==> src/rtl/switch_setting_debouncer_pkg.sv <==
// switch_setting_debouncer_pkg: shared states, defaults and the zero-period check for the switch input stage.
package switch_setting_debouncer_pkg;
  localparam int DEF_N_SW = 8;
  localparam int DEF_STABLE_CYCLES = 240000;
  localparam logic [DEF_N_SW-1:0] DEF_RESET_VAL = 8'hEE;
  typedef logic [0:0] state_t;
  localparam state_t STABLE = 1'b0;
  localparam state_t SETTLING = 1'b1;
  // Both nibbles all-ones raw means m+n == 0 after inversion.
  function automatic logic is_zero_period(input logic [DEF_N_SW-1:0] bank);
    return (&bank[DEF_N_SW-1:DEF_N_SW/2]) && (&bank[DEF_N_SW/2-1:0]);
  endfunction
endpackage

==> src/rtl/switch_setting_debouncer_if.sv <==
// switch_setting_debouncer_if: raw switch bank in, debounced bank plus update/busy out.
interface switch_setting_debouncer_if
  import switch_setting_debouncer_pkg::*;
#(parameter int N_SW = DEF_N_SW);
  logic [N_SW-1:0] sw;
  logic [N_SW-1:0] sw_out;
  logic update;
  logic busy;
  modport master (output sw, input sw_out, update, busy);
  modport slave (input sw, output sw_out, update, busy);
endinterface

==> src/rtl/switch_setting_debouncer_sync_2ff.sv <==
// sync_2ff: two-flop synchroniser with async active-low reset to a chosen value.
module sync_2ff #(
  parameter int W = 8,
  parameter logic [W-1:0] RST_VAL = '0
) (
  input  logic         clk,
  input  logic         reset_n,
  input  logic [W-1:0] d,
  output logic [W-1:0] q
);
  logic [W-1:0] sync1;
  always_ff @(posedge clk or negedge reset_n)
    if (!reset_n) begin
      sync1 <= RST_VAL;
      q <= RST_VAL;
    end else begin
      sync1 <= d;
      q <= sync1;
    end
endmodule

==> src/rtl/switch_setting_debouncer.sv <==
// switch_setting_debouncer: synchronise and debounce the DIP bank, commit with a one-cycle update strobe.
// Define ZERO_PERIOD_GUARD_EN to reject banks whose ON and OFF nibbles are both all-ones.
module switch_setting_debouncer
  import switch_setting_debouncer_pkg::*;
#(
  parameter int N_SW = DEF_N_SW,
  parameter int STABLE_CYCLES = DEF_STABLE_CYCLES,
  parameter int CNT_W = 18,
  parameter logic [N_SW-1:0] RESET_VAL = DEF_RESET_VAL
) (
  input logic clk,
  input logic reset_n,
  switch_setting_debouncer_if.slave bus
);
  logic [N_SW-1:0] sync2, cand, sw_q;
  logic [CNT_W-1:0] cnt;
  state_t state;
  logic upd_q, start, done;
  sync_2ff #(.W(N_SW), .RST_VAL(RESET_VAL)) u_sync (.clk(clk), .reset_n(reset_n), .d(bus.sw), .q(sync2));
`ifdef ZERO_PERIOD_GUARD_EN
  logic [N_SW-1:0] rejected;
  assign start = (sync2 != sw_q) && (sync2 != rejected);
`else
  assign start = sync2 != sw_q;
`endif
  assign done = cnt == CNT_W'(STABLE_CYCLES - 1);
  always_ff @(posedge clk or negedge reset_n)
    if (!reset_n) begin
      state <= STABLE;
      cnt <= '0;
      cand <= RESET_VAL;
      sw_q <= RESET_VAL;
      upd_q <= 1'b0;
`ifdef ZERO_PERIOD_GUARD_EN
      rejected <= RESET_VAL;
`endif
    end else begin
      upd_q <= 1'b0;
      if (state == STABLE) begin
        if (start) begin
          cand <= sync2;
          cnt <= '0;
          state <= SETTLING;
        end
      end else if (sync2 != cand) begin
        cand <= sync2;
        cnt <= '0;
      end else if (done) begin
        state <= STABLE;
        cnt <= '0;
`ifdef ZERO_PERIOD_GUARD_EN
        if (is_zero_period(cand)) rejected <= cand;
        else if (cand != sw_q) begin
          sw_q <= cand;
          upd_q <= 1'b1;
        end
`else
        if (cand != sw_q) begin
          sw_q <= cand;
          upd_q <= 1'b1;
        end
`endif
      end else cnt <= cnt + CNT_W'(1);
    end
  assign bus.sw_out = sw_q;
  assign bus.update = upd_q;
  assign bus.busy = state == SETTLING;
endmodule

==> src/flat_wrapper.sv <==
// flat-port wrapper written by rule: the top's interface ports become plain ports
module switch_setting_debouncer_flat import switch_setting_debouncer_pkg::*;
#(
  parameter int N_SW = DEF_N_SW,
  parameter int STABLE_CYCLES = DEF_STABLE_CYCLES,
  parameter int CNT_W = 18,
  parameter logic [N_SW-1:0] RESET_VAL = DEF_RESET_VAL
)
  (clk, reset_n, bus_sw, bus_sw_out, bus_update, bus_busy);
  switch_setting_debouncer_if #(.N_SW(N_SW)) bus_i ();
  input logic clk;
  input logic reset_n;
  input wire logic [$bits(bus_i.sw)-1:0] bus_sw;
  output wire logic [$bits(bus_i.sw_out)-1:0] bus_sw_out;
  output wire logic [$bits(bus_i.update)-1:0] bus_update;
  output wire logic [$bits(bus_i.busy)-1:0] bus_busy;
  assign bus_i.sw = bus_sw;
  assign bus_sw_out = bus_i.sw_out;
  assign bus_update = bus_i.update;
  assign bus_busy = bus_i.busy;
  switch_setting_debouncer #(.N_SW(N_SW), .STABLE_CYCLES(STABLE_CYCLES), .CNT_W(CNT_W), .RESET_VAL(RESET_VAL)) u_core (.clk(clk), .reset_n(reset_n), .bus(bus_i));
endmodule
==> config.mk <==
export PLATFORM = sky130hd
export DESIGN_NAME = switch_setting_debouncer_flat
export DESIGN_NICKNAME = d
export VERILOG_FILES = /design/src/rtl/switch_setting_debouncer_pkg.sv /design/src/rtl/switch_setting_debouncer_if.sv /design/src/rtl/switch_setting_debouncer_sync_2ff.sv /design/src/rtl/switch_setting_debouncer.sv /design/src/flat_wrapper.sv
export SDC_FILE = /design/constraint.sdc
export NUM_CORES = 1
export LEC_CHECK = 0
export CORE_ASPECT_RATIO = 1.5
export CORE_MARGIN = 8
export CORE_UTILIZATION = 55
export CTS_BUF_LIST = sky130_fd_sc_hd__clkbuf_2 sky130_fd_sc_hd__clkbuf_4 sky130_fd_sc_hd__clkbuf_8
export DETAILED_ROUTE_END_ITERATION = 8
export PLACE_DENSITY_LB_ADDON = 0.25
export SLEW_MARGIN = 20
export SYNTH_ARGS = -nofsm -noshare
export SYNTH_HDL_FRONTEND = slang
export SYNTH_SLANG_ARGS = --single-unit
==> constraint.sdc <==
create_clock -name clk -period 2.4 [get_ports clk]
set_input_delay 0.48 -clock clk [delete_from_list [all_inputs] [get_ports clk]]
set_output_delay 0.48 -clock clk [all_outputs]
set_load 0.02 [all_outputs]
==> impl_metrics.toml, run 1 <==
[yosys]
synth.most_common_cell = "dfrtp_1"
yosys.area.top_type_share_pct = 28.4
avgSynthCellArea_sq_um = 12.0
ys_types = 40
synth_nets = 216
postSynthCellCount = 205
ys_ff_latch = 52
synth_flop_cell = "dfrtp_1"
synth_top_cell_by_area = "dfrtp_1"
ys_seq_area_share_pct = 53.9
ys_async_sr_fraction_pct = 100
synth_area_sq_um = 2470
yosys_warnings = 0
synth_edf_count = 0
netlist_top_cells_area = "dfrtp_1 (28%), dfstp_2 (26%), xnor2_1 (8.5%)"
synth_common_cells = "dfrtp_1 (28), dfstp_2 (24), xnor2_1 (24)"

[cts]
clockBufferDepth = 2
post_cts_resized = 0
clock_latency_ns = 0.30
htreeDepth = 2
cts-root-buf = "clkbuf_8"
cts_tree = "built"
cts_setup_buffers = 0
hold_buffers = 0
clock-sinks = 52
clk_pin_slew_ns = 0.09
cts_buffers = 5

[grt]
grt_max_degree = 21
grt_pass1_vias = 1852
gr-usage-all-layers_pct = 14.8
gr-total-overflow = 0
antenna_found_initial = 0
grt_pass1_wl_microns = 8380

[route]
drcViolationCount = 0
wl_per_cell_microns = 17.2
drtIter0Drc = 121
totalWireLength_microns = 4910
detail-route-antenna-nets = 0
vias = 1724
firstDrtPassIters = 4
viasPerCell = 6.05

[run_status]
outcome = "completed"

[setup_path]
critPathMaxFanout = 11
cp_data_required_time_ns = 2.58
crit_path_start_kind = "register"
reg2reg_to = "u_core.cnt[15]"
cp-end-kind = "register"
arrival_ns = 2.41
reg2regPathDepth = 6
cpPeakStageDelay_ns = 0.54
r2r_start = "u_core.cnt[15]"
rrSetupSlack_ns = 0.17
path_class = "reg2reg"
cpMaxStageDelayCell = "or4b_4"
worstPathCellList = "nand3_1 -> or4b_4 -> nor4_4 -> buf_4 -> nor3_1 -> a221o_1"

[floorplanning]
die_h_microns = 98.1
start_util_pct = 55.7
die_x_microns = 70.7
ios = 20
design.core.area_sq_um = 4430
die-area_sq_um = 6930
rows = 30

[placed_design]
portBuffers = 19
dp_cells = 277
dp_hpwl_microns = 3610
gp_congestion = 0.822

[timing]
clock_skew_ns = 0.0104
fin_crit_sh_pct = 92.9
hold_violations = 0
slew_headroom_pct = 66.6
clock.fmax_mhz = 449
tightest_slew_ns = 0.501
finalSetupViolCount = 0
finalSetupTns_ns = 0
rsz0062_at_grt = "false"
drv_slew = 0
min_period_ns = 2.23

[hold_path]
hp-class = "in2async"

[pwr]
p_leak_nw = 1.17
ir_drop_v = 0.000423
power_density_nw_per_um2 = 555

[job]
max_cap_viol_count = 0

[layout]
diodes = 0
drive_gt1_share_pct = 27.4
nets = 247
instances_no_fill = 285
fillers = 346
syn2layout_area_growth_pct = 16.6
[cells in the final DEF (no fill, tap or decap), types with 3 or more instances in the layout]
cell	synthesis	layout
buf_4	1	11
nand2_1	17	17
nand3_1	10	10
mux2_2	7	7
nand4_1	8	8
a221o_1	10	10
and3_1	3	3
mux2_4	8	8
xnor2_1	24	24
clkdlybuf4s50_1	0	18
dfstp_2	24	24
clkbuf_8	0	5
and4_1	3	3
nor3_1	17	17
nor2_1	8	8
o21ai_0	3	3
dfrtp_1	28	28
[report_power, final]
part           total (mW)  internal [mW]  switching (mW)
registers           0.930          0.910          0.0194
logic              0.0747         0.0397          0.0351
clock network       0.593          0.321           0.272
total                1.60           1.27           0.326
[critical path, delay by kind of cell (launching register included)]
kind | cells | cell delay, ns
and+or+nand+nor | 4 | 1.16
AOI/OAI and AO/OA | 1 | 0.28
DFF | 1 | 0.41
buffers and inverters | 1 | 0.26
[registers in the layout, indices dropped and copies added, names as in the netlist]
signal               cells
u_core.cand              8
u_core.u_sync.q          8
u_core.u_sync.sync1      8
u_core.bus.busy          1
u_core.bus.sw_out        8
u_core.cnt              18
u_core.bus.update        1
[layer usage]
layer | GRT usage, % | vias to the layer above | wire (microns)
met1 | 16.0 | 853 | 2020
met2 | 26.6 | 38 | 2640
met4 | 7.25 | 0 | 98
met3 | 2.67 | 12 | 153
met5 | 0 | - | 0
li1 | - | 821 | -
[cells by family (layout without fill, tap and decap cells)]
family / after synthesis / count (layout) / share of synthesized area, %
buf+inv: 6 / 38 / 1.42
compound gates: 23 / 23 / 7.65
simple gates: 81 / 81 / 18.8
xor+xnor: 26 / 26 / 9.22
flops: 52 / 52 / 53.9
mux: 16 / 16 / 8.52
fa+ha+maj: 1 / 1 / 0.507
[worst max-delay path by stage]
stage | startpoint | cells after the start | endpoint
floorplan | u_core.cnt[13] | 5 | u_core.bus.sw_out[0]
global placement | u_core.cnt[15] | 6 | u_core.cnt[15]
detailed placement | u_core.cnt[15] | 6 | u_core.cnt[15]
CTS | u_core.cnt[15] | 6 | u_core.cnt[15]
global route | u_core.cnt[16] | 6 | u_core.cnt[15]
finish | u_core.cnt[15] | 6 | u_core.cnt[15]
[per-stage QoR]
stage	total power, mW	hold slack [ns]	setup WS (ns)	util [%]	cell area [sq um]
global route	1.65	0.123	0.0394	65.0	2880
global placement	1.02	0.333	0.238	62.5	2770
CTS	1.62	0.113	0.160	65.0	2880
finish	1.60	0.0984	0.171	65.0	2880
detailed placement	1.02	0.338	0.177	62.5	2770
floorplan	0.977	0.184	0.284	-	2470
[layout make-up]
type | instances | area, sq um | share of cell area, %
multi-input combinational | 147 | 1110 | 38.5
timing repair buffer | 30 | 268 | 9.30
tap | 48 | 60.1 | 2.09
clock buffer | 6 | 76.3 | 2.65
sequential | 52 | 1330 | 46.2
clock inverter | 2 | 35.0 | 1.22
No activity file was read; power rests on OpenSTA's default activity.
==> run 2: changes to the inputs <==
MAX_ROUTING_LAYER = met4   (was unset)
==> run 2 against run 1 <==
  * Final area unchanged
  * Die area unchanged
  * Register-to-register slack about the same
  * Clock skew about the same
  * Critical path type unchanged
==> impl_metrics.toml, run 2 (synthesis gave the netlist of run 1 again) <==
[run_status]
outcome = "completed"

[pwr]
p_sw_mw = 0.325
power_density_nw_per_um2 = 555
power_frac_comb_pct = 4.7
swShare_pct = 20.4
power_mw = 1.60
p_clk_share_pct = 37.1
p_int_mw = 1.27
power_frac_seq_pct = 58.2
p_leak_nw = 1.17
ir_drop_v = 0.000423

[placed_design]
portBuffers = 19
gp_congestion = 0.834
dp_hpwl_microns = 3610
place_area_sq_um = 2770

[floorplanning]
rows = 30
ios = 20
die_h_microns = 98.1
design.core.area_sq_um = 4430
die-area_sq_um = 6930
start_util_pct = 55.7
die_x_microns = 70.7

[timing]
rsz0062_at_grt = "false"
finalSetupTns_ns = 0
finalSetupViolCount = 0
tightest_slew_ns = 0.495
min_period_ns = 2.23
hold_violations = 0
clock.fmax_mhz = 448
drv_slew = 0
fin_crit_sh_pct = 93.0
clock_skew_ns = 0.0107
slew_headroom_pct = 67.0

[route]
drtIter0Drc = 163
wl_per_cell_microns = 17.2
viasPerCell = 6.06
totalWireLength_microns = 4890
drcViolationCount = 0
firstDrtPassIters = 4
vias = 1727
detail-route-antenna-nets = 0

[cts]
clockBufferDepth = 2
cts_tree = "built"
cts_buffers = 5
clock-sinks = 52
clk_pin_slew_ns = 0.10
clock_latency_ns = 0.30
cts-root-buf = "clkbuf_8"
hold_buffers = 0
cts_setup_buffers = 0
post_cts_resized = 0
htreeDepth = 2

[layout]
largest_reg_flops = 18
final_cell_mix = "dfrtp_1 (28), xnor2_1 (24), dfstp_2 (24), clkdlybuf4s50_1 (18)"
nets = 247
final_common_cell = "dfrtp_1"
drive_gt1_share_pct = 27.4
top_register = "u_core.cnt"
fillers = 346
stdcell_area_sq_um = 2880
diodes = 0
syn2layout_area_growth_pct = 16.6

[setup_path]
cp-end-kind = "register"
cp_data_required_time_ns = 2.58
critPathMaxFanout = 11
path_class = "reg2reg"
arrival_ns = 2.41
crit_path_start_kind = "register"

[grt]
grt_pass1_vias = 1848
gr-total-overflow = 0
gr-usage-all-layers_pct = 15.2
grt_max_degree = 21
antenna_found_initial = 0
grt_pass1_wl_microns = 8390

[job]
max_cap_viol_count = 0

[hold_path]
hp-class = "in2async"
[run 2: cell counts in the layout (fill, tap and decap cells not counted)]
No cell type changed its count.
[run 2: layout make-up]
| class | instances | area [sq um] | area share [%] |
|---|---|---|---|
| flip-flops and latches | 52 | 1330 | 46.2 |
| multi-input cells | 147 | 1110 | 38.5 |
| repair buffers | 30 | 268 | 9.30 |
| clock buffers | 6 | 76.3 | 2.65 |
| well taps | 48 | 60.1 | 2.09 |
| clock inverters | 2 | 35.0 | 1.22 |
[run 2: worst max-delay path: stages (launching register included)]
cell     delay [ns]
dfrtp_1        0.41
nand3_1        0.12
or4b_4         0.54
nor4_4         0.42
buf_4          0.26
nor3_1         0.08
a221o_1        0.28
[run 2: worst paths after layout]
| kind | from | to | slack, ns | depth (start not counted) |
|---|---|---|---|---|
| setup reg to reg | u_core.cnt[15] | u_core.cnt[15] | 0.17 | 6 |
| setup / recovery | u_core.cnt[15] | u_core.cnt[15] | 0.17 | 6 |
| min in group clk | u_core.u_sync.sync1[3] | u_core.u_sync.q[3] | 0.36 | 0 |
| hold / removal | reset_n | u_core.cnt[7] | 0.09 | 1 |
| max in group asynchronous | reset_n | u_core.u_sync.q[5] | 1.63 | 2 |
| hold reg to reg | u_core.u_sync.sync1[3] | u_core.u_sync.q[3] | 0.36 | 0 |
[run 2: metal layers]
metal / vias to the layer above / global-route usage, % / wire length [microns]
li1: 820 / - / -
met1: 859 / 16.5 / 2020
met2: 37 / 26.4 / 2650
met3: 11 / 2.26 / 139
met4: 0 / 7.25 / 87
met5: - / - / 0
[run 2: power groups by stage]
stage          logic (mW)  registers, mW  clock network, mW
2_1_floorplan      0.0359          0.941                  0
3_3_place_gp       0.0749          0.944                  0
3_5_place_dp       0.0770          0.946                  0
4_1_cts            0.0770          0.930              0.609
5_1_grt            0.0838          0.933              0.632
6_report           0.0746          0.930              0.592
[run 2: metrics by stage]
step | setup slack, ns | hold slack, ns | cells | utilization [%]
global route | 0.0386 | 0.123 | 285 | 65.0
global placement | 0.238 | 0.333 | 277 | 62.5
detailed placement | 0.177 | 0.338 | 277 | 62.5
floorplan | 0.284 | 0.184 | 205 | -
finish | 0.168 | 0.0947 | 285 | 65.0
CTS | 0.160 | 0.113 | 285 | 65.0
==> run 3: changes to the inputs <==
SLEW_MARGIN = 40   (was 20)
==> results of run 3 <==
No change in the layout: final DEF, timing and power equal those of run 2.
